[src/rtl/receive_comm_if.sv]
// -----------------------------------------------------------------------------
// receive_comm_if
//   Signal bundle between the serial receiver and its surroundings.
//   master : line driver / consumer side (drives sample_en, serial_in, rd_ack)
//   slave  : receiver side (drives the recovered character and status)
//
//   sample_en      sample tick; receiver state advances only when high
//   serial_in      line from the transmitter serial_out, idle 1
//   rd_ack         consumer has taken parallel_out
//   parallel_out   last completed character
//   char_received  one-clk pulse when a frame completes
//   data_valid     high from frame completion until rd_ack
//   frame_err      1 = stop bit of the last frame sampled 0
//   overrun        sticky: a frame completed while data_valid was still set
// -----------------------------------------------------------------------------
interface receive_comm_if;
    logic       sample_en;
    logic       serial_in;
    logic       rd_ack;
    logic [7:0] parallel_out;
    logic       char_received;
    logic       data_valid;
    logic       frame_err;
    logic       overrun;

    modport master (
        output sample_en,
        output serial_in,
        output rd_ack,
        input  parallel_out,
        input  char_received,
        input  data_valid,
        input  frame_err,
        input  overrun
    );

    modport slave (
        input  sample_en,
        input  serial_in,
        input  rd_ack,
        output parallel_out,
        output char_received,
        output data_valid,
        output frame_err,
        output overrun
    );
endinterface

[src/rtl/receive_comm.sv]
// -----------------------------------------------------------------------------
// receive_comm
//   Serial receiver for the transmit shifter line. Frame: idle-high, start bit 0,
//   8 data bits MSB first, stop bit 1. Each bit lasts SAMPLES_PER_BIT sample
//   ticks and is sampled at tick MID of the bit.
//
//   clk    in  system clock, all state on posedge
//   reset  in  asynchronous, active-high reset
//   bus    slave side of receive_comm_if (line, tick, handshake and status)
//
//   state      | meaning
//   -----------+-------------------------------------------------------------
//   IDLE       | line idle, waiting for a low sample (start of start bit)
//   START      | inside start bit, confirming it at the mid sample
//   DATA       | shifting in 8 data bits, one per bit period
//   STOP       | waiting for the stop bit mid sample to complete the frame
//   WAIT_HIGH  | stop bit was low (break/error); hold until the line is high
// -----------------------------------------------------------------------------
module receive_comm #(
    parameter int SAMPLES_PER_BIT = 1
) (
    input  logic           clk,
    input  logic           reset,
    receive_comm_if.slave  bus
);

    localparam int MID = (SAMPLES_PER_BIT - 1) / 2;
    localparam int SW  = (SAMPLES_PER_BIT > 1) ? $clog2(SAMPLES_PER_BIT) : 1;

    localparam logic [SW-1:0] S_MID  = SW'(MID);
    localparam logic [SW-1:0] S_LAST = SW'(SAMPLES_PER_BIT - 1);
    localparam logic [SW-1:0] S_ONE  = SW'(1);

    localparam logic [2:0] ST_IDLE      = 3'd0;
    localparam logic [2:0] ST_START     = 3'd1;
    localparam logic [2:0] ST_DATA      = 3'd2;
    localparam logic [2:0] ST_STOP      = 3'd3;
    localparam logic [2:0] ST_WAIT_HIGH = 3'd4;

    logic [2:0]    state_q, state_d;
    logic [SW-1:0] s_q, s_d;
    logic [2:0]    b_q, b_d;
    logic [7:0]    shreg_q, shreg_d;
    logic [7:0]    pout_q, pout_d;
    logic          crx_q, crx_d;
    logic          dv_q, dv_d;
    logic          fe_q, fe_d;
    logic          ovr_q, ovr_d;
    logic          done;

    always_comb begin
        state_d = state_q;
        s_d     = s_q;
        b_d     = b_q;
        shreg_d = shreg_q;
        pout_d  = pout_q;
        crx_d   = 1'b0;
        dv_d    = dv_q;
        fe_d    = fe_q;
        ovr_d   = ovr_q;
        done    = 1'b0;

        if (bus.sample_en) begin
            case (state_q)
                ST_IDLE: begin
                    if (!bus.serial_in) begin
                        // This tick is sample 0 of the start bit. With MID==0
                        // the start is already confirmed here.
                        if (MID == 0) begin
                            state_d = ST_DATA;
                            s_d     = '0;
                            b_d     = 3'd0;
                        end else begin
                            state_d = ST_START;
                            s_d     = S_ONE;
                        end
                    end
                end

                ST_START: begin
                    if (s_q == S_MID && bus.serial_in) begin
                        state_d = ST_IDLE;
                        s_d     = '0;
                    end else if (s_q == S_LAST) begin
                        state_d = ST_DATA;
                        s_d     = '0;
                        b_d     = 3'd0;
                    end else begin
                        s_d = s_q + S_ONE;
                    end
                end

                ST_DATA: begin
                    if (s_q == S_MID)
                        shreg_d = {shreg_q[6:0], bus.serial_in};
                    if (s_q == S_LAST) begin
                        s_d = '0;
                        if (b_q == 3'd7)
                            state_d = ST_STOP;
                        else
                            b_d = b_q + 3'd1;
                    end else begin
                        s_d = s_q + S_ONE;
                    end
                end

                ST_STOP: begin
                    if (s_q == S_MID) begin
                        done    = 1'b1;
                        pout_d  = shreg_q;
                        crx_d   = 1'b1;
                        fe_d    = ~bus.serial_in;
                        s_d     = '0;
                        // A low stop bit means break or misframing: resync on
                        // the next high level instead of treating it as a start.
                        state_d = bus.serial_in ? ST_IDLE : ST_WAIT_HIGH;
                    end else begin
                        s_d = s_q + S_ONE;
                    end
                end

                ST_WAIT_HIGH: begin
                    if (bus.serial_in)
                        state_d = ST_IDLE;
                end

                default: begin
                    state_d = ST_IDLE;
                    s_d     = '0;
                    b_d     = 3'd0;
                end
            endcase
        end

        // Completion wins over a simultaneous rd_ack: the new character is
        // still unread, and overrun only flags a character that was lost.
        if (done) begin
            if (dv_q && !bus.rd_ack)
                ovr_d = 1'b1;
            dv_d = 1'b1;
        end else if (bus.rd_ack && dv_q) begin
            dv_d  = 1'b0;
            ovr_d = 1'b0;
        end
    end

    always_ff @(posedge clk or posedge reset) begin
        if (reset) begin
            state_q <= ST_IDLE;
            s_q     <= '0;
            b_q     <= 3'd0;
            shreg_q <= 8'h00;
            pout_q  <= 8'h00;
            crx_q   <= 1'b0;
            dv_q    <= 1'b0;
            fe_q    <= 1'b0;
            ovr_q   <= 1'b0;
        end else begin
            state_q <= state_d;
            s_q     <= s_d;
            b_q     <= b_d;
            shreg_q <= shreg_d;
            pout_q  <= pout_d;
            crx_q   <= crx_d;
            dv_q    <= dv_d;
            fe_q    <= fe_d;
            ovr_q   <= ovr_d;
        end
    end

    assign bus.parallel_out  = pout_q;
    assign bus.char_received = crx_q;
    assign bus.data_valid    = dv_q;
    assign bus.frame_err     = fe_q;
    assign bus.overrun       = ovr_q;

endmodule
[src/flat_wrapper.sv]
// flat-port wrapper written by rule: the top's interface ports become plain ports
module receive_comm_flat 
#(
    parameter int SAMPLES_PER_BIT = 1
)
  (clk, reset, bus_sample_en, bus_serial_in, bus_rd_ack, bus_parallel_out, bus_char_received, bus_data_valid, bus_frame_err, bus_overrun);
  receive_comm_if bus_i ();
  input  logic clk;
  input  logic reset;
  input wire logic [$bits(bus_i.sample_en)-1:0] bus_sample_en;
  input wire logic [$bits(bus_i.serial_in)-1:0] bus_serial_in;
  input wire logic [$bits(bus_i.rd_ack)-1:0] bus_rd_ack;
  output wire logic [$bits(bus_i.parallel_out)-1:0] bus_parallel_out;
  output wire logic [$bits(bus_i.char_received)-1:0] bus_char_received;
  output wire logic [$bits(bus_i.data_valid)-1:0] bus_data_valid;
  output wire logic [$bits(bus_i.frame_err)-1:0] bus_frame_err;
  output wire logic [$bits(bus_i.overrun)-1:0] bus_overrun;
  assign bus_i.sample_en = bus_sample_en;
  assign bus_i.serial_in = bus_serial_in;
  assign bus_i.rd_ack = bus_rd_ack;
  assign bus_parallel_out = bus_i.parallel_out;
  assign bus_char_received = bus_i.char_received;
  assign bus_data_valid = bus_i.data_valid;
  assign bus_frame_err = bus_i.frame_err;
  assign bus_overrun = bus_i.overrun;
  receive_comm #(.SAMPLES_PER_BIT(SAMPLES_PER_BIT)) u_core (.clk(clk), .reset(reset), .bus(bus_i));
endmodule
[config.mk]
export PLATFORM = sky130hd
export DESIGN_NAME = receive_comm_flat
export DESIGN_NICKNAME = d
export VERILOG_FILES = /design/src/rtl/receive_comm_if.sv /design/src/rtl/receive_comm.sv /design/src/flat_wrapper.sv
export SDC_FILE = /design/constraint.sdc
export NUM_CORES = 1
export LEC_CHECK = 0
export BUFFER_PORTS_ARGS = -buffer_cell sky130_fd_sc_hd__buf_4
export CORE_MARGIN = 2
export CORE_UTILIZATION = 57
export DETAILED_ROUTE_END_ITERATION = 10
export HOLD_SLACK_MARGIN = 0.05
export PLACE_DENSITY = 0.8
export SYNTH_ARGS = -nofsm -noshare
export SYNTH_HDL_FRONTEND = slang
export SYNTH_SLANG_ARGS = --single-unit
[constraint.sdc]
create_clock -name clk -period 3.5 [get_ports clk]
set_input_delay 0.7 -clock clk [delete_from_list [all_inputs] [get_ports clk]]
set_output_delay 0.7 -clock clk [all_outputs]
set_load 0.005 [all_outputs]
==> flow_summary.html, run 1 <==
<table>
<tr><th>Metric</th><th>Value</th></tr>
<tr><th colspan="2">Place</th></tr>
<tr><td>Post-DP HPWL</td><td>1.29 mm</td></tr>
<tr><td>Port-buffer cells</td><td>16</td></tr>
<tr><td>Placer's final routability congestion estimate</td><td>0.754</td></tr>
<tr><th colspan="2">Clocking</th></tr>
<tr><td>Number of clock buffers inserted by TritonCTS</td><td>3</td></tr>
<tr><td>Root buffer cell</td><td>sky130_fd_sc_hd__clkbuf_4</td></tr>
<tr><td>CTS sink count</td><td>26</td></tr>
<tr><td>Hold buffer count at cts</td><td>0</td></tr>
<tr><td>H-tree level count</td><td>1</td></tr>
<tr><td>Clk_lat worst skew</td><td>330 ps</td></tr>
<tr><td>Post-CTS Setup Bufs</td><td>0</td></tr>
<tr><td>TritonCTS clock tree</td><td>built</td></tr>
<tr><td>Clk buf depth</td><td>2</td></tr>
<tr><td>Clock-pin transition on the worst setup and hold timing paths</td><td>140 ps</td></tr>
<tr><td>Post-CTS Resized</td><td>0</td></tr>
<tr><th colspan="2">Setup path</th></tr>
<tr><td>Critical register-to-register path endpoint</td><td>u_core.bus.overrun</td></tr>
<tr><td>Gate family responsible for the most delay along the worst path</td><td>simple AND/OR/NAND/NOR gates</td></tr>
<tr><td>Startpoint class of the critical path</td><td>flip-flop</td></tr>
<tr><td>Flop-to-flop setup slack</td><td>1760 ps</td></tr>
<tr><td>Delay of the slowest cell on the worst path</td><td>520 ps</td></tr>
<tr><td>Critical Path AT</td><td>about 2000 ps</td></tr>
<tr><td>Buf/Inv on CP</td><td>1</td></tr>
<tr><td>CP Data Required Time</td><td>between 3000 and 4000 ps</td></tr>
<tr><td>Worst Path Max Fanout</td><td>13</td></tr>
<tr><td>CP max-delay cell</td><td>sky130_fd_sc_hd__nand4b_1</td></tr>
<tr><td>Critical Setup Path Class</td><td>reg -&gt; reg</td></tr>
<tr><td>Element type at the critical path end</td><td>flip-flop</td></tr>
<tr><td>List of cells traversed by the critical path</td><td>nand4b_1 -&gt; inv_1 -&gt; o21ai_0 -&gt; a21oi_1</td></tr>
<tr><td>Startpoint of the most critical register-to-register path</td><td>u_core.state_q[2]</td></tr>
<tr><td>Depth of the most critical reg-to-reg path</td><td>4</td></tr>
<tr><th colspan="2">Routing</th></tr>
<tr><td>First DRT Iteration DRCs</td><td>20</td></tr>
<tr><td>Router iterations before antenna repair</td><td>4</td></tr>
<tr><td>Vias after detailed routing</td><td>approximately 710</td></tr>
<tr><td>Routed Antenna Nets</td><td>0</td></tr>
<tr><td>Routed wirelength normalized by instance count</td><td>13.4 um</td></tr>
<tr><td>Overall routed net length</td><td>1.80 mm</td></tr>
<tr><td>Routed vias/inst</td><td>5.32</td></tr>
<tr><td>Residual DRC</td><td>0</td></tr>
<tr><th colspan="2">Synthesis</th></tr>
<tr><td>Area share of xor/xnor cells in the synthesized design</td><td>0</td></tr>
<tr><td>Synthesized-area fraction occupied by ao, oa, aoi and oai cells</td><td>0.0858</td></tr>
<tr><td>Largest family of logic cells by synthesized area</td><td>simple AND/OR/NAND/NOR gates</td></tr>
<tr><td>Simple-gate area share of the yosys netlist</td><td>0.143</td></tr>
<tr><td>Yosys reg bits</td><td>26</td></tr>
<tr><td>Cell taking the most area after synthesis</td><td>sky130_fd_sc_hd__dfrtp_1</td></tr>
<tr><td>Cell area after synthesis</td><td>1060 sq um</td></tr>
<tr><td>Share of Yosys cell area claimed by the top area cell type</td><td>0.611</td></tr>
<tr><td>Syn Area/Cell</td><td>11.4 sq um</td></tr>
<tr><td>Synthesized-area fraction occupied by adder cells</td><td>0.0235</td></tr>
<tr><td>Multiplexer area fraction after synthesis</td><td>0.0952</td></tr>
<tr><td>Dominant cells by area after synthesis</td><td>sky130_fd_sc_hd__dfrtp_1, sky130_fd_sc_hd__mux2_2, sky130_fd_sc_hd__nand2_1, sky130_fd_sc_hd__ha_1, sky130_fd_sc_hd__o21ai_0</td></tr>
<tr><td>Number of nets in the synthesized netlist</td><td>100</td></tr>
<tr><td>Post-Synthesis Cells</td><td>93</td></tr>
<tr><td>Register area share after synthesis</td><td>0.611</td></tr>
<tr><td>Yosys warnings</td><td>0</td></tr>
<tr><td>Yosys cell types</td><td>21</td></tr>
<tr><th colspan="2">Power</th></tr>
<tr><td>Power density of the placed cells</td><td>826 nW/um^2</td></tr>
<tr><td>Total power</td><td>1.03 mW</td></tr>
<tr><td>Peak VDD IR</td><td>0.409 mV</td></tr>
<tr><td>Static leakage power</td><td>0.634 nW</td></tr>
<tr><th colspan="2">Final layout</th></tr>
<tr><td>Net total in the final layout</td><td>between 100 and 150</td></tr>
<tr><td>Antenna cell count</td><td>0</td></tr>
<tr><td>Synthesis-to-finish area growth</td><td>16.8%</td></tr>
<tr><td>Ratio of cells with drive above 1 in the final layout</td><td>0.294</td></tr>
<tr><th colspan="2">STA</th></tr>
<tr><td>Portion of the clock cycle consumed by the worst path in the final layout</td><td>0.496</td></tr>
<tr><td>Worst clock skew</td><td>11.2 ps</td></tr>
<tr><td>Final TNS setup</td><td>0 ps</td></tr>
<tr><td>Final critical-path required period</td><td>1740 ps</td></tr>
<tr><td>Slew Limit Fails</td><td>0</td></tr>
<tr><td>Number of failing setup endpoints in the final timing report</td><td>0</td></tr>
<tr><td>Peak clock frequency supported by timing</td><td>roughly 580 MHz</td></tr>
<tr><td>Hold Violations, Final</td><td>0</td></tr>
<tr><td>Unrepaired setup endpoints after global routing</td><td>no</td></tr>
<tr><td>Slew margin rel.</td><td>0.362</td></tr>
<tr><td>Measured slew at the worst slew-check pin</td><td>955 ps</td></tr>
<tr><th colspan="2">Global route</th></tr>
<tr><td>Pin count of the biggest net entering global routing</td><td>27</td></tr>
<tr><td>GRT Total Usage</td><td>0.191</td></tr>
<tr><td>Via count of the first global-routing pass</td><td>~630</td></tr>
<tr><td>Wire length of the first global-routing pass</td><td>approximately 2.9 mm</td></tr>
<tr><td>Remaining Overflow, GRT</td><td>0</td></tr>
<tr><td>Number of antenna violations at the first check in global routing</td><td>0</td></tr>
<tr><th colspan="2">Floorplan</th></tr>
<tr><td>Die Y-Extent</td><td>47.2 um</td></tr>
<tr><td>Core Rows</td><td>15</td></tr>
<tr><td>Starting utilization of the core area</td><td>0.610</td></tr>
<tr><td>Die width</td><td>~47 um</td></tr>
<tr><td>Area of the core</td><td>1750 sq um</td></tr>
<tr><td>Total die area</td><td>2230 sq um</td></tr>
<tr><td>Total I/O pin count</td><td>17</td></tr>
<tr><th colspan="2">Hold path</th></tr>
<tr><td>Worst min-delay path class</td><td>reg -&gt; reg</td></tr>
<tr><td>Hold Path Origin</td><td>u_core.bus.parallel_out[5]</td></tr>
<tr><td>Hold path depth</td><td>2</td></tr>
<tr><td>End of the worst hold path</td><td>u_core.bus.parallel_out[5]</td></tr>
<tr><th colspan="2">Flow run</th></tr>
<tr><td>Max cap viols</td><td>0</td></tr>
<tr><th colspan="2">Run status</th></tr>
<tr><td>Outcome</td><td>finished clean</td></tr>
</table>
## synth_stat cells
master,instances
sky130_fd_sc_hd__nand2_1,27
sky130_fd_sc_hd__dfrtp_1,26
sky130_fd_sc_hd__mux2_2,9
sky130_fd_sc_hd__inv_1,5
sky130_fd_sc_hd__o21ai_0,5
sky130_fd_sc_hd__a21oi_1,2
sky130_fd_sc_hd__a22o_2,2
sky130_fd_sc_hd__buf_2,2
sky130_fd_sc_hd__ha_1,2
sky130_fd_sc_hd__o31ai_1,2
sky130_fd_sc_hd__a22oi_1,1
sky130_fd_sc_hd__and4bb_1,1
sky130_fd_sc_hd__buf_6,1
sky130_fd_sc_hd__clkbuf_1,1
sky130_fd_sc_hd__nand4b_1,1
sky130_fd_sc_hd__nor2_1,1
sky130_fd_sc_hd__nor2b_4,1
sky130_fd_sc_hd__nor3_1,1
sky130_fd_sc_hd__nor3b_1,1
sky130_fd_sc_hd__o21a_1,1
sky130_fd_sc_hd__o22ai_1,1
## kinds of logic (layout without fill, tap and decap cells)
family / Yosys count / count (layout)
AND/OR/NAND/NOR: 33 / 33
flip-flops: 26 / 26
adder cells (fa/ha/maj): 2 / 2
multiplexers: 9 / 9
AO/OA/AOI/OAI: 14 / 14
buffers and inverters: 9 / 25
## routing by layer
metal,vias up,share of wire,global-route usage
met4,0,0.019,0.0667
met3,5,0.037,0.0462
met2,15,0.44,0.276
li1,343,-,-
met5,-,0,0
met1,350,0.50,0.281
## cells in the final DEF (no fill, tap or decap)
cell type / Yosys / final
sky130_fd_sc_hd__nand2_1: 27 / 27
sky130_fd_sc_hd__dfrtp_1: 26 / 26
sky130_fd_sc_hd__buf_4: 0 / 16
sky130_fd_sc_hd__mux2_2: 9 / 9
sky130_fd_sc_hd__inv_1: 5 / 5
sky130_fd_sc_hd__o21ai_0: 5 / 5
sky130_fd_sc_hd__clkbuf_4: 0 / 3
sky130_fd_sc_hd__a21oi_1: 2 / 2
sky130_fd_sc_hd__o31ai_1: 2 / 2
sky130_fd_sc_hd__a22o_2: 2 / 2
sky130_fd_sc_hd__ha_1: 2 / 2
sky130_fd_sc_hd__nand4b_1: 1 / 1
sky130_fd_sc_hd__and4bb_1: 1 / 1
sky130_fd_sc_hd__nor2b_4: 1 / 1
sky130_fd_sc_hd__nor3b_1: 1 / 1
sky130_fd_sc_hd__nor3_1: 1 / 1
sky130_fd_sc_hd__o21a_1: 1 / 1
sky130_fd_sc_hd__nor2_1: 1 / 1
sky130_fd_sc_hd__a22oi_1: 1 / 1
sky130_fd_sc_hd__o22ai_1: 1 / 1
sky130_fd_sc_hd__bufinv_16: 0 / 1
## state kept, by name, summed over array words and instances (netlist names)
signal	flops
u_core.shreg_q	8
u_core.state_q	3
u_core.bus.data_valid	1
u_core.bus.overrun	1
u_core.b_q	3
u_core.bus.char_received	1
u_core.bus.frame_err	1
u_core.bus.parallel_out	8
## how the worst max path moves through the flow
stage,from,end,slack (ps),depth (start not counted)
final,u_core.state_q[2],u_core.bus.overrun,1760,4
after global routing,u_core.state_q[1],u_core.bus.overrun,1630,4
after CTS,u_core.state_q[2],u_core.bus.overrun,1780,4
after detailed placement,bus_sample_en,u_core.bus.overrun,1490,5
after global placement,bus_sample_en,u_core.bus.overrun,1570,5
after floorplan,bus_sample_en,u_core.b_q[0],1990,4
## worst reg2reg max path, cell delays in order (launching register included)
cell and delay (ps):
sky130_fd_sc_hd__dfrtp_1 460, sky130_fd_sc_hd__nand4b_1 520, sky130_fd_sc_hd__inv_1 430, sky130_fd_sc_hd__o21ai_0 130
sky130_fd_sc_hd__a21oi_1 150
## metrics by stage
stage	hold slack [ps]	instances	cell area, sq um	util	setup WS (ps)
6_report	489	134	1240	0.713	1760
5_1_grt	514	134	1240	0.713	1630
4_1_cts	497	134	1240	0.713	1780
3_5_place_dp	464	130	1190	0.682	1490
2_1_floorplan	435	93	1060	-	1990
3_3_place_gp	463	130	1190	0.682	1570
## layout make-up
type                    count  area (sq um)
inverters                   5          18.8
clock buffers               3          22.5
well taps                  25          31.3
multi-input cells          58           370
fillers                   141           502
clock inverters             1          30.0
repair buffers             16           120
flip-flops and latches     26           651
## power breakdown
group          internal, mW  switching (mW)  total, mW
Combinational         0.189           0.127      0.316
Sequential            0.421          0.0884      0.509
Clock                 0.116          0.0868      0.203
(Power assumes the default switching activity.)
==> inputs of run 2 (changes only) <==
--- a/config.mk
+++ b/config.mk
@@ -5,12 +5,13 @@
 export SDC_FILE = /design/constraint.sdc
 export NUM_CORES = 1
 export LEC_CHECK = 0
+export ABC_AREA = 1
 export BUFFER_PORTS_ARGS = -buffer_cell sky130_fd_sc_hd__buf_4
 export CORE_MARGIN = 2
-export CORE_UTILIZATION = 57
+export CORE_UTILIZATION = 49
 export DETAILED_ROUTE_END_ITERATION = 10
 export HOLD_SLACK_MARGIN = 0.05
-export PLACE_DENSITY = 0.8
+export PLACE_DENSITY = 0.73
 export SYNTH_ARGS = -nofsm -noshare
 export SYNTH_HDL_FRONTEND = slang
 export SYNTH_SLANG_ARGS = --single-unit
==> constraint.sdc (replaced) <==
create_clock -name clk -period 1.55 [get_ports clk]
set_input_delay 0.31 -clock clk [delete_from_list [all_inputs] [get_ports clk]]
set_output_delay 0.31 -clock clk [all_outputs]
set_load 0.005 [all_outputs]
==> run 2 against run 1 <==
Effect of this change: via count grew 21%; clock power up 65%; die area rose by 25%; synthesized cell count increased by 40%; critical path type unchanged; critical endpoint is now u_core.shreg_q[5]; largest power group unchanged.
==> flow_summary.html, run 2 <==
<table>
<tr><th>Metric</th><th>Value</th></tr>
<tr><th colspan="2">Run status</th></tr>
<tr><td>Outcome</td><td>finished clean</td></tr>
<tr><th colspan="2">Setup path</th></tr>
<tr><td>Startpoint class of the critical path</td><td>flip-flop</td></tr>
<tr><td>Critical Path AT</td><td>1580 ps</td></tr>
<tr><td>CP Data Required Time</td><td>1760 ps</td></tr>
<tr><td>Buf/Inv on CP</td><td>0</td></tr>
<tr><td>Element type at the critical path end</td><td>flip-flop</td></tr>
<tr><td>Critical Setup Path Class</td><td>reg -&gt; reg</td></tr>
<tr><td>Delay of the slowest cell on the worst path</td><td>roughly 520 ps</td></tr>
<tr><td>CP max-delay cell</td><td>sky130_fd_sc_hd__dfrtp_1</td></tr>
<tr><td>Gate family responsible for the most delay along the worst path</td><td>simple AND/OR/NAND/NOR gates</td></tr>
<tr><td>List of cells traversed by the critical path</td><td>nor3_2 -&gt; nand2_2 -&gt; nand2_1 -&gt; o21ai_2</td></tr>
<tr><td>Worst Path Max Fanout</td><td>16</td></tr>
<tr><th colspan="2">STA</th></tr>
<tr><td>Final critical-path required period</td><td>1370 ps</td></tr>
<tr><td>Measured slew at the worst slew-check pin</td><td>369 ps</td></tr>
<tr><td>Final TNS setup</td><td>0 ps</td></tr>
<tr><td>Post-Route Hold Slack</td><td>about 180 ps</td></tr>
<tr><td>Peak clock frequency supported by timing</td><td>728 MHz</td></tr>
<tr><td>Portion of the clock cycle consumed by the worst path in the final layout</td><td>0.887</td></tr>
<tr><td>Worst clock skew</td><td>5.92 ps</td></tr>
<tr><td>Unrepaired setup endpoints after global routing</td><td>no</td></tr>
<tr><td>Slew margin rel.</td><td>0.753</td></tr>
<tr><td>Hold Violations, Final</td><td>0</td></tr>
<tr><td>Slew Limit Fails</td><td>0</td></tr>
<tr><td>Number of failing setup endpoints in the final timing report</td><td>0</td></tr>
<tr><th colspan="2">Synthesis</th></tr>
<tr><td>Most instantiated cells after synthesis</td><td>sky130_fd_sc_hd__nand2_1, sky130_fd_sc_hd__dfrtp_1, sky130_fd_sc_hd__inv_1</td></tr>
<tr><td>Yosys cell types</td><td>14</td></tr>
<tr><td>Main synth FF type</td><td>sky130_fd_sc_hd__dfrtp_1</td></tr>
<tr><td>Cell taking the most area after synthesis</td><td>sky130_fd_sc_hd__dfrtp_1</td></tr>
<tr><td>Number of nets in the synthesized netlist</td><td>137</td></tr>
<tr><td>Simple-gate area share of the yosys netlist</td><td>0.212</td></tr>
<tr><td>Most common cell in the netlist</td><td>sky130_fd_sc_hd__nand2_1</td></tr>
<tr><td>Multiplexer area fraction after synthesis</td><td>0</td></tr>
<tr><td>Yosys warnings</td><td>0</td></tr>
<tr><td>Largest family of logic cells by synthesized area</td><td>simple AND/OR/NAND/NOR gates</td></tr>
<tr><td>Register area share after synthesis</td><td>0.557</td></tr>
<tr><td>Area share of xor/xnor cells in the synthesized design</td><td>0</td></tr>
<tr><td>Dominant cells by area after synthesis</td><td>sky130_fd_sc_hd__dfrtp_1, sky130_fd_sc_hd__nand2_1, sky130_fd_sc_hd__inv_1, sky130_fd_sc_hd__o21ai_2, sky130_fd_sc_hd__o21ai_0</td></tr>
<tr><td>Syn Area/Cell</td><td>around 9 sq um</td></tr>
<tr><td>Share of Yosys cell area claimed by the top area cell type</td><td>0.557</td></tr>
<tr><td>Post-Synthesis Cells</td><td>130</td></tr>
<tr><td>Yosys reg bits</td><td>26</td></tr>
<tr><td>Cell area after synthesis</td><td>1170 sq um</td></tr>
<tr><td>Synthesized-area fraction occupied by ao, oa, aoi and oai cells</td><td>0.120</td></tr>
<tr><td>Async set-reset flop share out of synthesis</td><td>1.00</td></tr>
<tr><td>Synthesized-area fraction occupied by adder cells</td><td>0.0214</td></tr>
<tr><td>Number of flops mapped to enable cells by yosys</td><td>0</td></tr>
<tr><th colspan="2">Clocking</th></tr>
<tr><td>Number of clock buffers inserted by TritonCTS</td><td>3</td></tr>
<tr><td>Root buffer cell</td><td>sky130_fd_sc_hd__clkbuf_4</td></tr>
<tr><td>TritonCTS clock tree</td><td>built</td></tr>
<tr><td>Clk buf depth</td><td>2</td></tr>
<tr><td>Post-CTS Resized</td><td>0</td></tr>
<tr><td>Post-CTS Setup Bufs</td><td>0</td></tr>
<tr><td>Clock-pin transition on the worst setup and hold timing paths</td><td>130 ps</td></tr>
<tr><td>H-tree level count</td><td>1</td></tr>
<tr><td>CTS sink count</td><td>26</td></tr>
<tr><td>Clk_lat worst skew</td><td>320 ps</td></tr>
<tr><td>Hold buffer count at cts</td><td>1</td></tr>
<tr><th colspan="2">Floorplan</th></tr>
<tr><td>Total I/O pin count</td><td>17</td></tr>
<tr><td>Die Y-Extent</td><td>52.8 um</td></tr>
<tr><td>Starting utilization of the core area</td><td>0.523</td></tr>
<tr><td>Die width</td><td>approximately 53 um</td></tr>
<tr><td>Area of the core</td><td>2230 sq um</td></tr>
<tr><td>Total die area</td><td>2790 sq um</td></tr>
<tr><td>Core Rows</td><td>17</td></tr>
<tr><th colspan="2">Global route</th></tr>
<tr><td>GRT Total Usage</td><td>0.166</td></tr>
<tr><td>Via count of the first global-routing pass</td><td>791</td></tr>
<tr><td>Pin count of the biggest net entering global routing</td><td>27</td></tr>
<tr><td>Wire length of the first global-routing pass</td><td>3.26 mm</td></tr>
<tr><td>Number of antenna violations at the first check in global routing</td><td>0</td></tr>
<tr><td>Remaining Overflow, GRT</td><td>0</td></tr>
<tr><th colspan="2">Routing</th></tr>
<tr><td>Routed Antenna Nets</td><td>0</td></tr>
<tr><td>Vias after detailed routing</td><td>865</td></tr>
<tr><td>Overall routed net length</td><td>slightly below 2 mm</td></tr>
<tr><td>Routed vias/inst</td><td>4.83</td></tr>
<tr><td>Routed wirelength normalized by instance count</td><td>10.8 um</td></tr>
<tr><td>First DRT Iteration DRCs</td><td>13</td></tr>
<tr><td>Router iterations before antenna repair</td><td>4</td></tr>
<tr><td>Residual DRC</td><td>0</td></tr>
<tr><th colspan="2">Final layout</th></tr>
<tr><td>Net total in the final layout</td><td>159</td></tr>
<tr><td>Ratio of cells with drive above 1 in the final layout</td><td>0.232</td></tr>
<tr><td>Highest-count cells in the layout ignoring fill and taps</td><td>sky130_fd_sc_hd__nand2_1, sky130_fd_sc_hd__dfrtp_1, sky130_fd_sc_hd__inv_1, sky130_fd_sc_hd__buf_4, sky130_fd_sc_hd__o21ai_0</td></tr>
<tr><td>Antenna cell count</td><td>0</td></tr>
<tr><td>Synthesis-to-finish area growth</td><td>16.3%</td></tr>
<tr><td>Commonest non-fill, non-tap cell in the layout</td><td>sky130_fd_sc_hd__nand2_1</td></tr>
<tr><td>Number of fill cells</td><td>between 200 and 250</td></tr>
<tr><th colspan="2">Place</th></tr>
<tr><td>Placer's final routability congestion estimate</td><td>approximately 0.85</td></tr>
<tr><td>Port-buffer cells</td><td>16</td></tr>
<tr><td>Post-DP HPWL</td><td>1.45 mm</td></tr>
<tr><th colspan="2">Power</th></tr>
<tr><td>Peak VDD IR</td><td>0.898 mV</td></tr>
<tr><td>Static leakage power</td><td>between 0.7 and 0.8 nW</td></tr>
<tr><td>Power density of the placed cells</td><td>1260 nW/um^2</td></tr>
<tr><th colspan="2">Hold path</th></tr>
<tr><td>Worst min-delay path class</td><td>in -&gt; reg</td></tr>
<tr><th colspan="2">Flow run</th></tr>
<tr><td>Max cap viols</td><td>0</td></tr>
</table>
## run 2: cell types whose count changed after synthesis, moves of 2 or more
| cell | delta |
|---|---|
| sky130_fd_sc_hd__buf_2 | -2 |
| sky130_fd_sc_hd__nand2_1 | +14 |
| sky130_fd_sc_hd__nor2_1 | +6 |
| sky130_fd_sc_hd__o21ai_2 | +8 |
| sky130_fd_sc_hd__o31ai_1 | -2 |
| sky130_fd_sc_hd__buf_6 | +2 |
| sky130_fd_sc_hd__mux2_2 | -9 |
| sky130_fd_sc_hd__nand3_1 | +6 |
| sky130_fd_sc_hd__o21ai_0 | +6 |
| sky130_fd_sc_hd__a22o_2 | -2 |
| sky130_fd_sc_hd__inv_1 | +14 |
## run 2: worst reg2reg max path, stage by stage (launching register included)
cell	delay, ps
sky130_fd_sc_hd__dfrtp_1	520
sky130_fd_sc_hd__nor3_2	270
sky130_fd_sc_hd__nand2_2	260
sky130_fd_sc_hd__nand2_1	160
sky130_fd_sc_hd__o21ai_2	60
## run 2: layer usage
layer,share of wire,global-route usage
met5,0,0
met4,0.021,0.0897
met3,0.027,0.0343
met2,0.48,0.277
met1,0.47,0.200
## run 2: cell families after synthesis
| group | count (synthesis) |
|---|---|
| compound gates | 22 |
| flops | 26 |
| buf+inv | 22 |
| fa+ha+maj | 2 |
| simple gates | 58 |
## run 2: path summary, 6_finish.rpt
check                                   from                          to  slack (ps)  cells past startpoint
max reg2reg                u_core.state_q[2]           u_core.shreg_q[5]         180                      4
max                        u_core.state_q[2]           u_core.shreg_q[5]         180                      4
min                               bus_rd_ack       u_core.bus.data_valid         180                      2
min in group asynchronous              reset        u_core.bus.frame_err         580                      4
min reg2reg                u_core.shreg_q[7]  u_core.bus.parallel_out[7]         490                      2
max in group asynchronous              reset           u_core.shreg_q[0]         740                      4
## run 2: final cells by class
cell class | instances | area, sq um | share of cell area
Clock buffer | 4 | 36.3 | 0.0267
Tap cell | 28 | 35.0 | 0.0258
Timing Repair Buffer | 20 | 153 | 0.112
Multi-Input combinational cell | 82 | 413 | 0.304
Inverter | 19 | 71.3 | 0.0525
Sequential cell | 26 | 651 | 0.479
## run 2: metrics by stage
step / worst slack [ps] / cells / cell area (sq um) / util / total power [mW]
finish: 176 / 179 / 1360 / 0.608 / 1.71
global route: 80.4 / 179 / 1360 / 0.608 / 1.84
CTS: 185 / 179 / 1360 / 0.608 / 1.74
detailed placement: 207 / 174 / 1310 / 0.588 / 1.40
global placement: 234 / 174 / 1310 / 0.588 / 1.37
floorplan: 335 / 130 / 1170 / - / 1.29
## run 2: report_power, final
part | switching [mW] | internal (mW) | total (mW)
logic | 0.312 | 0.176 | 0.489
clock network | 0.190 | 0.144 | 0.334
registers | 0.0804 | 0.811 | 0.892
total | 0.583 | 1.13 | 1.71
